===== config.mk =====
export PLATFORM = sky130hd
export DESIGN_NAME = alu_rs_pool_flat
export DESIGN_NICKNAME = d
export VERILOG_FILES = /design/src/rtl/alu_rs_pool.sv /design/src/rtl/alu_rs_pool_if.sv /design/src/flat_wrapper.sv
export SDC_FILE = /design/constraint.sdc
export NUM_CORES = 2
export LEC_CHECK = 0
export BUFFER_PORTS_ARGS = -buffer_cell sky130_fd_sc_hd__buf_4
export CELL_PAD_IN_SITES_DETAIL_PLACEMENT = 2
export CELL_PAD_IN_SITES_GLOBAL_PLACEMENT = 2
export CORE_AREA = 5 5 484 295
export DETAILED_ROUTE_END_ITERATION = 6
export DIE_AREA = 0 0 489 300
export PLACE_DENSITY = 0.8
export SETUP_SLACK_MARGIN = 0.2
export SYNTH_ARGS = -nofsm -noshare
export SYNTH_HDL_FRONTEND = slang
export SYNTH_SLANG_ARGS = --single-unit

===== constraint.sdc =====
create_clock -name clk_in -period 18 [get_ports clk_in]
set_input_delay 3.6 -clock clk_in [delete_from_list [all_inputs] [get_ports clk_in]]
set_output_delay 3.6 -clock clk_in [all_outputs]
set_load 0.005 [all_outputs]

===== src/rtl/alu_rs_pool.sv =====
// ---------------------------------------------------------------------------
// alu_rs_pool
//   DEPTH-entry reservation station feeding a single-cycle ALU. Entries wait
//   for pending operands by snooping NCDB CDB channels, one ready entry is
//   issued per cycle, and its result is registered onto out_* with its ROB id.
//
// Ports
//   clk_in  : clock
//   rst_in  : synchronous active-low reset (priority over clear and rdy_in)
//   rdy_in  : global ready, low freezes every register
//   clear   : misprediction flush, empties the pool and kills out_valid
//   bus     : alu_rs_pool_if.slave (dispatch, CDB snoop, result, full)
//
// Configuration
//   ALU_RS_AGE_EN : when defined, each entry carries a wrapping age stamp
//                   and select picks the oldest ready entry; otherwise
//                   select picks the lowest-index ready entry.
//
// Op results (vj = rs1/pc, vk = rs2/imm as prepared by decode)
//   LUI -> vk; AUIPC/JAL/loads/stores/ADD(I) -> vj+vk; JALR -> (vj+vk)&~1;
//   branches -> all-ones when taken, else 0; remaining ops are the usual
//   RV32I register/immediate ALU operations.
// ---------------------------------------------------------------------------
`ifndef ROB_WIDTH
`define ROB_WIDTH 4
`endif

package alu_rs_pool_pkg;
  typedef enum logic [5:0] {
    OP_LUI, OP_AUIPC, OP_JAL, OP_JALR,
    OP_BEQ, OP_BNE, OP_BLT, OP_BGE, OP_BLTU, OP_BGEU,
    OP_LB, OP_LH, OP_LW, OP_LBU, OP_LHU, OP_SB, OP_SH, OP_SW,
    OP_ADDI, OP_SLTI, OP_SLTIU, OP_XORI, OP_ORI, OP_ANDI,
    OP_SLLI, OP_SRLI, OP_SRAI,
    OP_ADD, OP_SUB, OP_SLL, OP_SLT, OP_SLTU, OP_XOR, OP_SRL, OP_SRA,
    OP_OR, OP_AND
  } op_e;
endpackage

module alu_rs_pool
  import alu_rs_pool_pkg::*;
#(
  parameter int DEPTH = 8,
  parameter int ROB_W = `ROB_WIDTH,
  parameter int NCDB  = 2
) (
  input  logic          clk_in,
  input  logic          rst_in,
  input  logic          rdy_in,
  input  logic          clear,
  alu_rs_pool_if.slave  bus
);

  localparam int IW = $clog2(DEPTH);
  localparam int CW = IW + 1;

  typedef struct packed {
    logic [5:0]       op;
    logic [ROB_W-1:0] rob;
    logic [31:0]      vj;
    logic [31:0]      vk;
    logic             qj_valid;
    logic [ROB_W-1:0] qj;
    logic             qk_valid;
    logic [ROB_W-1:0] qk;
  } entry_t;

  entry_t           ent_q [DEPTH];
  entry_t           ent_d [DEPTH];
  logic [DEPTH-1:0] busy_q, busy_d;
  logic [CW-1:0]    count_q, count_d;
  logic             full_q, full_d;
  logic             out_valid_q, out_valid_d;
  logic [ROB_W-1:0] out_rob_q, out_rob_d;
  logic [31:0]      out_value_q, out_value_d;

`ifdef ALU_RS_AGE_EN
  localparam int AW = IW + 1;
  logic [AW-1:0]    age_q [DEPTH];
  logic [AW-1:0]    age_d [DEPTH];
  logic [AW-1:0]    age_cnt_q, age_cnt_d;

  // Stamps live within half the counter range of each other, so the sign of
  // the modular difference tells which one was dispatched first.
  function automatic logic is_older(input logic [AW-1:0] a, input logic [AW-1:0] b);
    logic [AW-1:0] diff;
    diff = a - b;
    return diff[AW-1];
  endfunction
`endif

  logic [DEPTH-1:0] ready;
  logic             sel_valid;
  logic [IW-1:0]    sel_idx;
  logic [IW-1:0]    free_idx;
  logic             fire;
  logic             issue;

  // Returns {hit, value} for a tag against all CDB lanes. Scanning from the
  // highest lane down lets the lowest matching lane overwrite the others.
  function automatic logic [32:0] snoop(
    input logic [ROB_W-1:0]      tag,
    input logic [NCDB-1:0]       v,
    input logic [NCDB*ROB_W-1:0] r,
    input logic [NCDB*32-1:0]    d
  );
    logic [32:0] res;
    res = '0;
    for (int c = NCDB - 1; c >= 0; c--) begin
      if (v[c] && (r[c*ROB_W +: ROB_W] == tag)) res = {1'b1, d[c*32 +: 32]};
    end
    return res;
  endfunction

  function automatic logic [31:0] alu_eval(input logic [5:0] op, input logic [31:0] a,
                                           input logic [31:0] b);
    logic [31:0] sum;
    sum = a + b;
    case (op_e'(op))
      OP_LUI:                     return b;
      OP_JALR:                    return {sum[31:1], 1'b0};
      OP_BEQ:                     return (a == b) ? '1 : '0;
      OP_BNE:                     return (a != b) ? '1 : '0;
      OP_BLT:                     return ($signed(a) <  $signed(b)) ? '1 : '0;
      OP_BGE:                     return ($signed(a) >= $signed(b)) ? '1 : '0;
      OP_BLTU:                    return (a <  b) ? '1 : '0;
      OP_BGEU:                    return (a >= b) ? '1 : '0;
      OP_SUB:                     return a - b;
      OP_SLT, OP_SLTI:            return {31'd0, $signed(a) < $signed(b)};
      OP_SLTU, OP_SLTIU:          return {31'd0, a < b};
      OP_XOR, OP_XORI:            return a ^ b;
      OP_OR, OP_ORI:              return a | b;
      OP_AND, OP_ANDI:            return a & b;
      OP_SLL, OP_SLLI:            return a << b[4:0];
      OP_SRL, OP_SRLI:            return a >> b[4:0];
      OP_SRA, OP_SRAI:            return $signed(a) >>> b[4:0];
      OP_AUIPC, OP_JAL, OP_ADD, OP_ADDI,
      OP_LB, OP_LH, OP_LW, OP_LBU, OP_LHU,
      OP_SB, OP_SH, OP_SW:        return sum;
      default:                    return '0;
    endcase
  endfunction

  always_comb begin
    for (int i = 0; i < DEPTH; i++) begin
      ready[i] = busy_q[i] && !ent_q[i].qj_valid && !ent_q[i].qk_valid;
    end
  end

  always_comb begin
    sel_valid = 1'b0;
    sel_idx   = '0;
`ifdef ALU_RS_AGE_EN
    for (int i = 0; i < DEPTH; i++) begin
      if (ready[i] && (!sel_valid || is_older(age_q[i], age_q[sel_idx]))) begin
        sel_valid = 1'b1;
        sel_idx   = IW'(i);
      end
    end
`else
    for (int i = DEPTH - 1; i >= 0; i--) begin
      if (ready[i]) begin
        sel_valid = 1'b1;
        sel_idx   = IW'(i);
      end
    end
`endif
  end

  always_comb begin
    free_idx = '0;
    for (int i = DEPTH - 1; i >= 0; i--) begin
      if (!busy_q[i]) free_idx = IW'(i);
    end
  end

  always_comb begin : next_state
    logic [32:0] hit;
    entry_t      new_ent;
    // NOTE: every variable gets a hold/default value before any branch so no
    // path leaves it unassigned and infers a latch.
    hit         = '0;
    new_ent     = '0;
    ent_d       = ent_q;
    busy_d      = busy_q;
    count_d     = count_q;
    full_d      = full_q;
    out_valid_d = out_valid_q;
    out_rob_d   = out_rob_q;
    out_value_d = out_value_q;
    fire        = 1'b0;
    issue       = 1'b0;
`ifdef ALU_RS_AGE_EN
    age_d     = age_q;
    age_cnt_d = age_cnt_q;
`endif

    if (clear) begin
      busy_d      = '0;
      count_d     = '0;
      full_d      = 1'b0;
      out_valid_d = 1'b0;
    end else begin
      // Wakeup of resident entries.
      for (int i = 0; i < DEPTH; i++) begin
        if (busy_q[i] && ent_q[i].qj_valid) begin
          hit = snoop(ent_q[i].qj, bus.cdb_valid, bus.cdb_rob, bus.cdb_value);
          if (hit[32]) begin
            ent_d[i].vj       = hit[31:0];
            ent_d[i].qj_valid = 1'b0;
          end
        end
        if (busy_q[i] && ent_q[i].qk_valid) begin
          hit = snoop(ent_q[i].qk, bus.cdb_valid, bus.cdb_rob, bus.cdb_value);
          if (hit[32]) begin
            ent_d[i].vk       = hit[31:0];
            ent_d[i].qk_valid = 1'b0;
          end
        end
      end

      // Issue: the selected entry has no pending operand, so wakeup above
      // never touches it.
      issue       = sel_valid;
      out_valid_d = sel_valid;
      if (sel_valid) begin
        busy_d[sel_idx] = 1'b0;
        out_rob_d       = ent_q[sel_idx].rob;
        out_value_d     = alu_eval(ent_q[sel_idx].op, ent_q[sel_idx].vj, ent_q[sel_idx].vk);
      end

      // Dispatch into the lowest free slot, catching same-cycle broadcasts.
      fire = bus.disp_valid && !full_q;
      if (fire) begin
        new_ent.op       = bus.disp_op;
        new_ent.rob      = bus.disp_rob;
        new_ent.vj       = bus.disp_vj;
        new_ent.vk       = bus.disp_vk;
        new_ent.qj_valid = bus.disp_qj_valid;
        new_ent.qj       = bus.disp_qj;
        new_ent.qk_valid = bus.disp_qk_valid;
        new_ent.qk       = bus.disp_qk;
        hit = snoop(bus.disp_qj, bus.cdb_valid, bus.cdb_rob, bus.cdb_value);
        if (bus.disp_qj_valid && hit[32]) begin
          new_ent.vj       = hit[31:0];
          new_ent.qj_valid = 1'b0;
        end
        hit = snoop(bus.disp_qk, bus.cdb_valid, bus.cdb_rob, bus.cdb_value);
        if (bus.disp_qk_valid && hit[32]) begin
          new_ent.vk       = hit[31:0];
          new_ent.qk_valid = 1'b0;
        end
        ent_d[free_idx]  = new_ent;
        busy_d[free_idx] = 1'b1;
`ifdef ALU_RS_AGE_EN
        age_d[free_idx] = age_cnt_q;
        age_cnt_d       = age_cnt_q + 1'b1;
`endif
      end

      count_d = count_q + CW'(fire) - CW'(issue);
      full_d  = (count_d == CW'(DEPTH));
    end
  end

  // NOTE: state flops use non-blocking assignments so every register samples
  // the pre-edge values regardless of statement order.
  always_ff @(posedge clk_in) begin
    if (!rst_in) begin
      busy_q      <= '0;
      count_q     <= '0;
      full_q      <= 1'b0;
      out_valid_q <= 1'b0;
      out_rob_q   <= '0;
      out_value_q <= '0;
`ifdef ALU_RS_AGE_EN
      age_cnt_q   <= '0;
`endif
    end else if (rdy_in) begin
      busy_q      <= busy_d;
      count_q     <= count_d;
      full_q      <= full_d;
      out_valid_q <= out_valid_d;
      out_rob_q   <= out_rob_d;
      out_value_q <= out_value_d;
`ifdef ALU_RS_AGE_EN
      age_cnt_q   <= age_cnt_d;
`endif
    end
  end

  // NOTE: entry payload is deliberately not reset; busy_q qualifies it, and
  // leaving the storage reset-free keeps it a plain register array.
  always_ff @(posedge clk_in) begin
    if (rdy_in) begin
      ent_q <= ent_d;
`ifdef ALU_RS_AGE_EN
      age_q <= age_d;
`endif
    end
  end

  assign bus.full      = full_q;
  assign bus.out_valid = out_valid_q;
  assign bus.out_rob   = out_rob_q;
  assign bus.out_value = out_value_q;

endmodule


===== src/rtl/alu_rs_pool_if.sv =====
// ---------------------------------------------------------------------------
// alu_rs_pool_if
//   Bundles the three buses of the ALU reservation station pool:
//     - dispatch request (disp_*)   : decoded op, destination tag, operands
//     - CDB snoop channels (cdb_*)  : NCDB result broadcasts, packed per lane
//     - result / status (out_*, full)
//   master : driven by the dispatch stage / CDB side (testbench, core top)
//   slave  : the reservation station itself
// ---------------------------------------------------------------------------
`ifndef ROB_WIDTH
`define ROB_WIDTH 4
`endif

interface alu_rs_pool_if #(
  parameter int ROB_W = `ROB_WIDTH,
  parameter int NCDB  = 2
);
  logic                   disp_valid;
  logic [5:0]             disp_op;
  logic [ROB_W-1:0]       disp_rob;
  logic [31:0]            disp_vj;
  logic [31:0]            disp_vk;
  logic                   disp_qj_valid;
  logic                   disp_qk_valid;
  logic [ROB_W-1:0]       disp_qj;
  logic [ROB_W-1:0]       disp_qk;

  logic [NCDB-1:0]        cdb_valid;
  logic [NCDB*ROB_W-1:0]  cdb_rob;
  logic [NCDB*32-1:0]     cdb_value;

  logic                   full;
  logic                   out_valid;
  logic [ROB_W-1:0]       out_rob;
  logic [31:0]            out_value;

  modport master (
    output disp_valid, disp_op, disp_rob, disp_vj, disp_vk,
           disp_qj_valid, disp_qk_valid, disp_qj, disp_qk,
           cdb_valid, cdb_rob, cdb_value,
    input  full, out_valid, out_rob, out_value
  );

  modport slave (
    input  disp_valid, disp_op, disp_rob, disp_vj, disp_vk,
           disp_qj_valid, disp_qk_valid, disp_qj, disp_qk,
           cdb_valid, cdb_rob, cdb_value,
    output full, out_valid, out_rob, out_value
  );
endinterface


===== src/flat_wrapper.sv =====
// flat-port wrapper written by rule: the top's interface ports become plain ports
module alu_rs_pool_flat import alu_rs_pool_pkg::*;
#(
  parameter int DEPTH = 8,
  parameter int ROB_W = `ROB_WIDTH,
  parameter int NCDB  = 2
)
  (clk_in, rst_in, rdy_in, clear, bus_disp_valid, bus_disp_op, bus_disp_rob, bus_disp_vj, bus_disp_vk, bus_disp_qj_valid, bus_disp_qk_valid, bus_disp_qj, bus_disp_qk, bus_cdb_valid, bus_cdb_rob, bus_cdb_value, bus_full, bus_out_valid, bus_out_rob, bus_out_value);
  alu_rs_pool_if #(.ROB_W(ROB_W), .NCDB(NCDB)) bus_i ();
  input  logic clk_in;
  input  logic rst_in;
  input  logic rdy_in;
  input  logic clear;
  input wire logic [$bits(bus_i.disp_valid)-1:0] bus_disp_valid;
  input wire logic [$bits(bus_i.disp_op)-1:0] bus_disp_op;
  input wire logic [$bits(bus_i.disp_rob)-1:0] bus_disp_rob;
  input wire logic [$bits(bus_i.disp_vj)-1:0] bus_disp_vj;
  input wire logic [$bits(bus_i.disp_vk)-1:0] bus_disp_vk;
  input wire logic [$bits(bus_i.disp_qj_valid)-1:0] bus_disp_qj_valid;
  input wire logic [$bits(bus_i.disp_qk_valid)-1:0] bus_disp_qk_valid;
  input wire logic [$bits(bus_i.disp_qj)-1:0] bus_disp_qj;
  input wire logic [$bits(bus_i.disp_qk)-1:0] bus_disp_qk;
  input wire logic [$bits(bus_i.cdb_valid)-1:0] bus_cdb_valid;
  input wire logic [$bits(bus_i.cdb_rob)-1:0] bus_cdb_rob;
  input wire logic [$bits(bus_i.cdb_value)-1:0] bus_cdb_value;
  output wire logic [$bits(bus_i.full)-1:0] bus_full;
  output wire logic [$bits(bus_i.out_valid)-1:0] bus_out_valid;
  output wire logic [$bits(bus_i.out_rob)-1:0] bus_out_rob;
  output wire logic [$bits(bus_i.out_value)-1:0] bus_out_value;
  assign bus_i.disp_valid = bus_disp_valid;
  assign bus_i.disp_op = bus_disp_op;
  assign bus_i.disp_rob = bus_disp_rob;
  assign bus_i.disp_vj = bus_disp_vj;
  assign bus_i.disp_vk = bus_disp_vk;
  assign bus_i.disp_qj_valid = bus_disp_qj_valid;
  assign bus_i.disp_qk_valid = bus_disp_qk_valid;
  assign bus_i.disp_qj = bus_disp_qj;
  assign bus_i.disp_qk = bus_disp_qk;
  assign bus_i.cdb_valid = bus_cdb_valid;
  assign bus_i.cdb_rob = bus_cdb_rob;
  assign bus_i.cdb_value = bus_cdb_value;
  assign bus_full = bus_i.full;
  assign bus_out_valid = bus_i.out_valid;
  assign bus_out_rob = bus_i.out_rob;
  assign bus_out_value = bus_i.out_value;
  alu_rs_pool #(.DEPTH(DEPTH), .ROB_W(ROB_W), .NCDB(NCDB)) u_core (.clk_in(clk_in), .rst_in(rst_in), .rdy_in(rdy_in), .clear(clear), .bus(bus_i));
endmodule

Word-level counts from Yosys, hierarchy flattened. Index checks and enable logic that the tools add are counted.

Register bits: 722. Input port bits: 163. Output and inout bits: 38. Word-level logic and storage cells: 505.

$add $sub $neg: 4. $lt $le $gt $ge: 11. Equal/unequal tests: 75. Shift operators: 3. Multiplexer cells: 229. Bitwise logic cells: 9. Reductions and logical operators: 104.

Operators with widths (number): two-way mux 33 bit (72); two-way mux 32 bit (60); bitwise mux 672 bit (1); two-way mux 662 bit (1); case mux 32 bit (18 select lines) (1); binary-select mux 84 bit (select 3 bit) (1); demux 84 bit (select 3 bit) (1); two-way mux 84 bit (3); equality test 4 bit (36); equality test 6 x 5 -> 1 bit (second input constant) (16); logical AND 1 bit (74); two-way mux 1 bit (66); greater-or-equal comparator 32 bit (2); < comparator 32 bit (2); equality test 6 x 4 -> 1 bit (second input constant) (8); two-way mux 3 bit (16); adder 32 bit (1); bitwise AND 32 bit (1); equality test 32 bit (1); two-way mux 8 bit (4); != test 32 bit (1); OR 32 bit (1); << shifter 32 x 5 -> 32 bit (1); >> shifter 32 x 5 -> 32 bit (1); other kinds (27) (64).

Depth between registers and ports, before layout.
Depth in word-level cells: 22. Mapped depth: 30. Depth with buffers taken out: 23.

Worst setup path before layout. Ideal clock, no wire load.

Path kind: input to register. From: in clear. To: reg u_core.out_value_q[12] (netlist: u_core.bus.out_value[12]). Setup time: 135 ps. Data arrival time: 16029 ps. Required time: 17865 ps. Setup slack: 1836 ps. Cell stages on the path: 12. Path buffers: 4. Path through: clkbuf_1 inv_1 nand2_1 clkbuf_1 inv_1 nand2_1 clkbuf_1 clkbuf_1 a32oi_1 o21ai_0 a2111oi_0 a31oi_1.

Cells in the longest elaborated chain, start to end: 2.

Ends and longest elaborated chain: start: declaration (RTL line flat_wrapper.sv:13) `input logic clear;`; NOT 1 bit (no line); AND reduction 3 bit (no line); end signal: assignment (RTL line alu_rs_pool.sv:285) `out_value_q <= out_value_d;`; end: declaration (RTL line alu_rs_pool.sv:75) `logic [31:0] out_value_q, out_value_d;`.

Every way passes these cells. A chain may end at the register's enable or synchronous reset.

Worst setup path in the final report.
From: reg u_core.busy_q[5]. To: reg u_core.out_value_q[16] (netlist: u_core.bus.out_value[16]).

Cells in the longest elaborated chain, start to end: 15. Elaborated cells between the ends (all ways): 86. Classes of those cells: add/sub (2); order compare (4); eq/ne (38); shift (3); mux (22); bitwise (4); reduce/logical (13).

Ends and longest elaborated chain: start: declaration (RTL line alu_rs_pool.sv:70) `logic [DEPTH-1:0] busy_q, busy_d;`; start signal: assignment (RTL line alu_rs_pool.sv:280) `busy_q <= busy_d;`; logical AND 1 bit (*) (2 in series) (RTL line alu_rs_pool.sv:146) `ready[i] = busy_q[i] && !ent_q[i].qj_valid && !ent_q[i].qk_valid;`; two-way mux 3 bit (6 in series) (RTL line alu_rs_pool.sv:162) `if (ready[i]) begin`; NOT 3 -> 4 bit (implied by the code) (RTL line alu_rs_pool.sv:229) `out_value_d = alu_eval(ent_q[sel_idx].op, ent_q[sel_idx].vj, ent_q[sel_idx].vk);`; binary-select mux 84 bit (select 3 bit) (RTL line alu_rs_pool.sv:229); two-way mux 84 bit (2 in series); greater-or-equal comparator 32 bit, or another cell as far along (RTL line alu_rs_pool.sv:127) `OP_BGEU: return (a >= b) ? '1 : '0;`; two-way mux 32 bit, or another cell as far along (RTL line alu_rs_pool.sv:127); case mux 32 bit (18 select lines) (RTL line alu_rs_pool.sv:119) `case (op_e'(op))`.

Every way passes the cells marked *; elsewhere a longest branch is shown, timed or not. The select of a mux whose other input is x is not followed.

==> flow_summary.json <==
{
  "ys_warn_count": 0,
  "maxSlewViolCount": 0,
  "die_area_um2": 147000,
  "layout.nets": 6333,
  "die_y_um": 300,
  "met1_usage_pct": 55.4,
  "fmax_mhz": 106,
  "grt_pass1_vias": 57634,
  "fin_tns_setup_ns": 0,
  "vias_per_cell": 7.14,
  "pwr-share-comb_pct": 16.4,
  "hold_viol_final": 0,
  "clock-root-buffer": "clkbuf_16",
  "syn_to_final_growth_pct": 10.1,
  "clockBufferDepth": 3,
  "violations": "DRC",
  "start_util_pct": 39.6,
  "h-tree-depth": 3,
  "placed_area_um2": 57500,
  "ant_nets": 0,
  "place_ws_ns": 9.05,
  "synthArstFlopShare_pct": 0,
  "whs_ns": 0.481,
  "io_pins": 201,
  "grt_setup_unrepaired": "false",
  "antenna_found_initial": 7,
  "path_max_fanout": 100,
  "mappedNetlistNets": 6569,
  "ctsHoldBuffers": 0,
  "fin_crit_ns": 9.45,
  "final_layout_size_suffix_gt1_share_pct": 10.3,
  "final_common_cell": "nand2_1",
  "p_leak_nw": 20.8,
  "drt_iter0_drc": 7914,
  "worst_slew_pin_slew_ns": 1.43,
  "firstDrtPassIters": 7,
  "synth-seq-cells": 722,
  "vias": 56971,
  "clk_latency_ns": 0.74,
  "post_cts_buffers": 0,
  "synth-seq-area-share_pct": 38.7,
  "path_clk_slew_ns": 0.08,
  "use_met2_pct": 55.3,
  "mappedNetlistArea_um2": 54700,
  "p_per_area_nw_per_um2": 75.3,
  "synth_area_leaders": "edfxtp_1 (37%), mux2i_1 (10%), o21ai_0 (6.6%)",
  "synth_ff_type": "edfxtp_1",
  "tritoncts": "built",
  "synth_cell_types": 103,
  "grt_use_met3_pct": 12.2,
  "final_util_pct": 43.6,
  "core_um2": 138000,
  "drv_cap": 0,
  "synth_area_per_cell_um2": 8.68,
  "numCtsBuffers": 83,
  "switching_share_pct": 31.0,
  "peakVddDrop_uv": 64.6,
  "setup_ws_ns": 8.55,
  "drc": 2,
  "rows": 106,
  "setup_viol": 0,
  "post-route-period-util_pct": 52.5,
  "cp.arrival_ns": 10.09,
  "die_w_um": 489,
  "min_path_type": "reg2reg",
  "power_frac_clock_pct": 41.2,
  "gp_congestion": 0.976,
  "p_sw_mw": 1.41,
  "grt_pass1_wl_um": 424000,
  "yosys.area.top_type": "edfxtp_1",
  "critPathKind": "reg2reg",
  "cts.sinks": 722,
  "port_buffers": 200,
  "grt_max_degree": 150,
  "grt_overflow": 0,
  "slew_headroom_pct": 3.85,
  "status": "finished, violations left",
  "cp.required_ns": 18.63,
  "seq_power_share_pct": 42.5,
  "final_cell_mix": "nand2_1 (945), o21ai_0 (725), edfxtp_1 (672)",
  "grt_usage_pct": 39.1,
  "crit_path_start_kind": "flip-flop",
  "skew_ns": 0.0413,
  "dpl.hpwl_um": 194000,
  "post_drt_wl_per_cell_um": 37.4,
  "final_area_um2": 60200,
  "synthDominantCellAreaShare_pct": 36.9,
  "grt_busiest_layer": "met1",
  "synth_edf_count": 672,
  "cts_resized": 0,
  "synth_cells": 6302,
  "critPathCaptureType": "flip-flop",
  "p_int_mw": 3.13,
  "wl_um": 298000
}
==> synth_stat cells, types with 23 or more instances <==
master / number
o22ai_1: 113
nor2_1: 275
nand3_1: 78
o211ai_1: 372
buf_1: 57
xnor2_1: 62
or4_1: 36
buf_2: 61
nor2b_1: 23
and3_1: 89
a211oi_1: 145
nor3_1: 72
ha_1: 101
inv_1: 196
o21ai_0: 726
dfxtp_1: 50
edfxtp_1: 672
a22oi_1: 188
a21oi_1: 341
mux2i_1: 556
a22o_1: 26
o221ai_1: 24
clkbuf_1: 523
nand2_1: 956
nor4_1: 50
xor2_1: 113
==> worst max-delay path, stage by stage, from the launching register on <==
cell      delay [ns]
dfxtp_1         0.54
nor3b_4         0.40
a31oi_4         0.08
or4_4           0.67
nand2_8         0.61
buf_4           0.61
buf_4           0.79
a211oi_1        0.17
or4_1           0.78
inv_1           0.18
ha_1            0.36
a21o_1          0.21
a21oi_1         0.34
o221ai_1        0.22
a21o_1          0.19
a211o_1         0.45
nor2_1          0.57
xor2_1          0.23
mux2i_1         0.20
a21oi_1         0.10
a311oi_1        0.83
o221ai_1        0.29
o221a_1         0.27
==> final cells by class <==
class / count / area (um^2)
Fill cell: 14998 / 77800
Multi-Input combinational cell: 4700 / 30500
Sequential cell: 722 / 21200
Timing Repair Buffer: 358 / 2710
Tap cell: 1836 / 2300
Clock buffer: 96 / 2130
Inverter: 201 / 767
Clock inverter: 59 / 653
Antenna cell: 2 / 5.00
==> flip-flops by register name, indices dropped and copies added (netlist names) <==
name and flops:
u_core.bus.full 1, u_core.bus.out_rob 4, u_core.bus.out_valid 1, u_core.bus.out_value 32, u_core.busy_q 8, u_core.count_q 4, u_core.ent_q 672
==> final timing paths <==
check | start | end | slack, ns | depth (start not counted)
worst max-delay path | u_core.busy_q[5] | u_core.bus.out_value[16] | 8.55 | 22
worst min-delay path | u_core.bus.out_rob[2] | u_core.bus.out_rob[2] | 0.48 | 2
worst max register to register | u_core.busy_q[5] | u_core.bus.out_value[16] | 8.55 | 22
worst min register to register | u_core.bus.out_rob[2] | u_core.bus.out_rob[2] | 0.48 | 2
==> through the flow <==
step / total power [mW] / cells
final: 4.54 / 7974
after global routing: 4.64 / 7972
after CTS: 4.50 / 7972
after detailed placement: 2.66 / 7817
after global placement: 2.64 / 7817
after floorplan: 2.40 / 6302
==> metal layers <==
layer | up-vias | part of all wire, %
met1 | 29598 | 42
met4 | 6 | 4.2
met3 | 619 | 13
li1 | 22931 | -
met2 | 3817 | 41
met5 | - | 0.013
==> power groups by stage <==
stage | registers, mW | logic, mW | clock network, mW
finish | 1.93 | 0.742 | 1.87
global route | 1.93 | 0.773 | 1.94
CTS | 1.93 | 0.712 | 1.87
detailed placement | 1.96 | 0.704 | 0
global placement | 1.96 | 0.679 | 0
floorplan | 1.97 | 0.423 | 0
==> cell families (layout without fill, tap and decap cells) <==
kind of cell,count (synthesis),count (layout),synth area share (%)
other,0,2,0
AOI/OAI and AO/OA,2179,2179,25.4
buffers and inverters,880,714,6.56
adders and majority gates,104,104,2.42
and+or+nand+nor,1673,1673,13.5
xor gates and xnor gates,175,175,2.80
DFF,722,722,38.7
muxes,569,569,10.6
No activity file was read; power rests on OpenSTA's default activity.
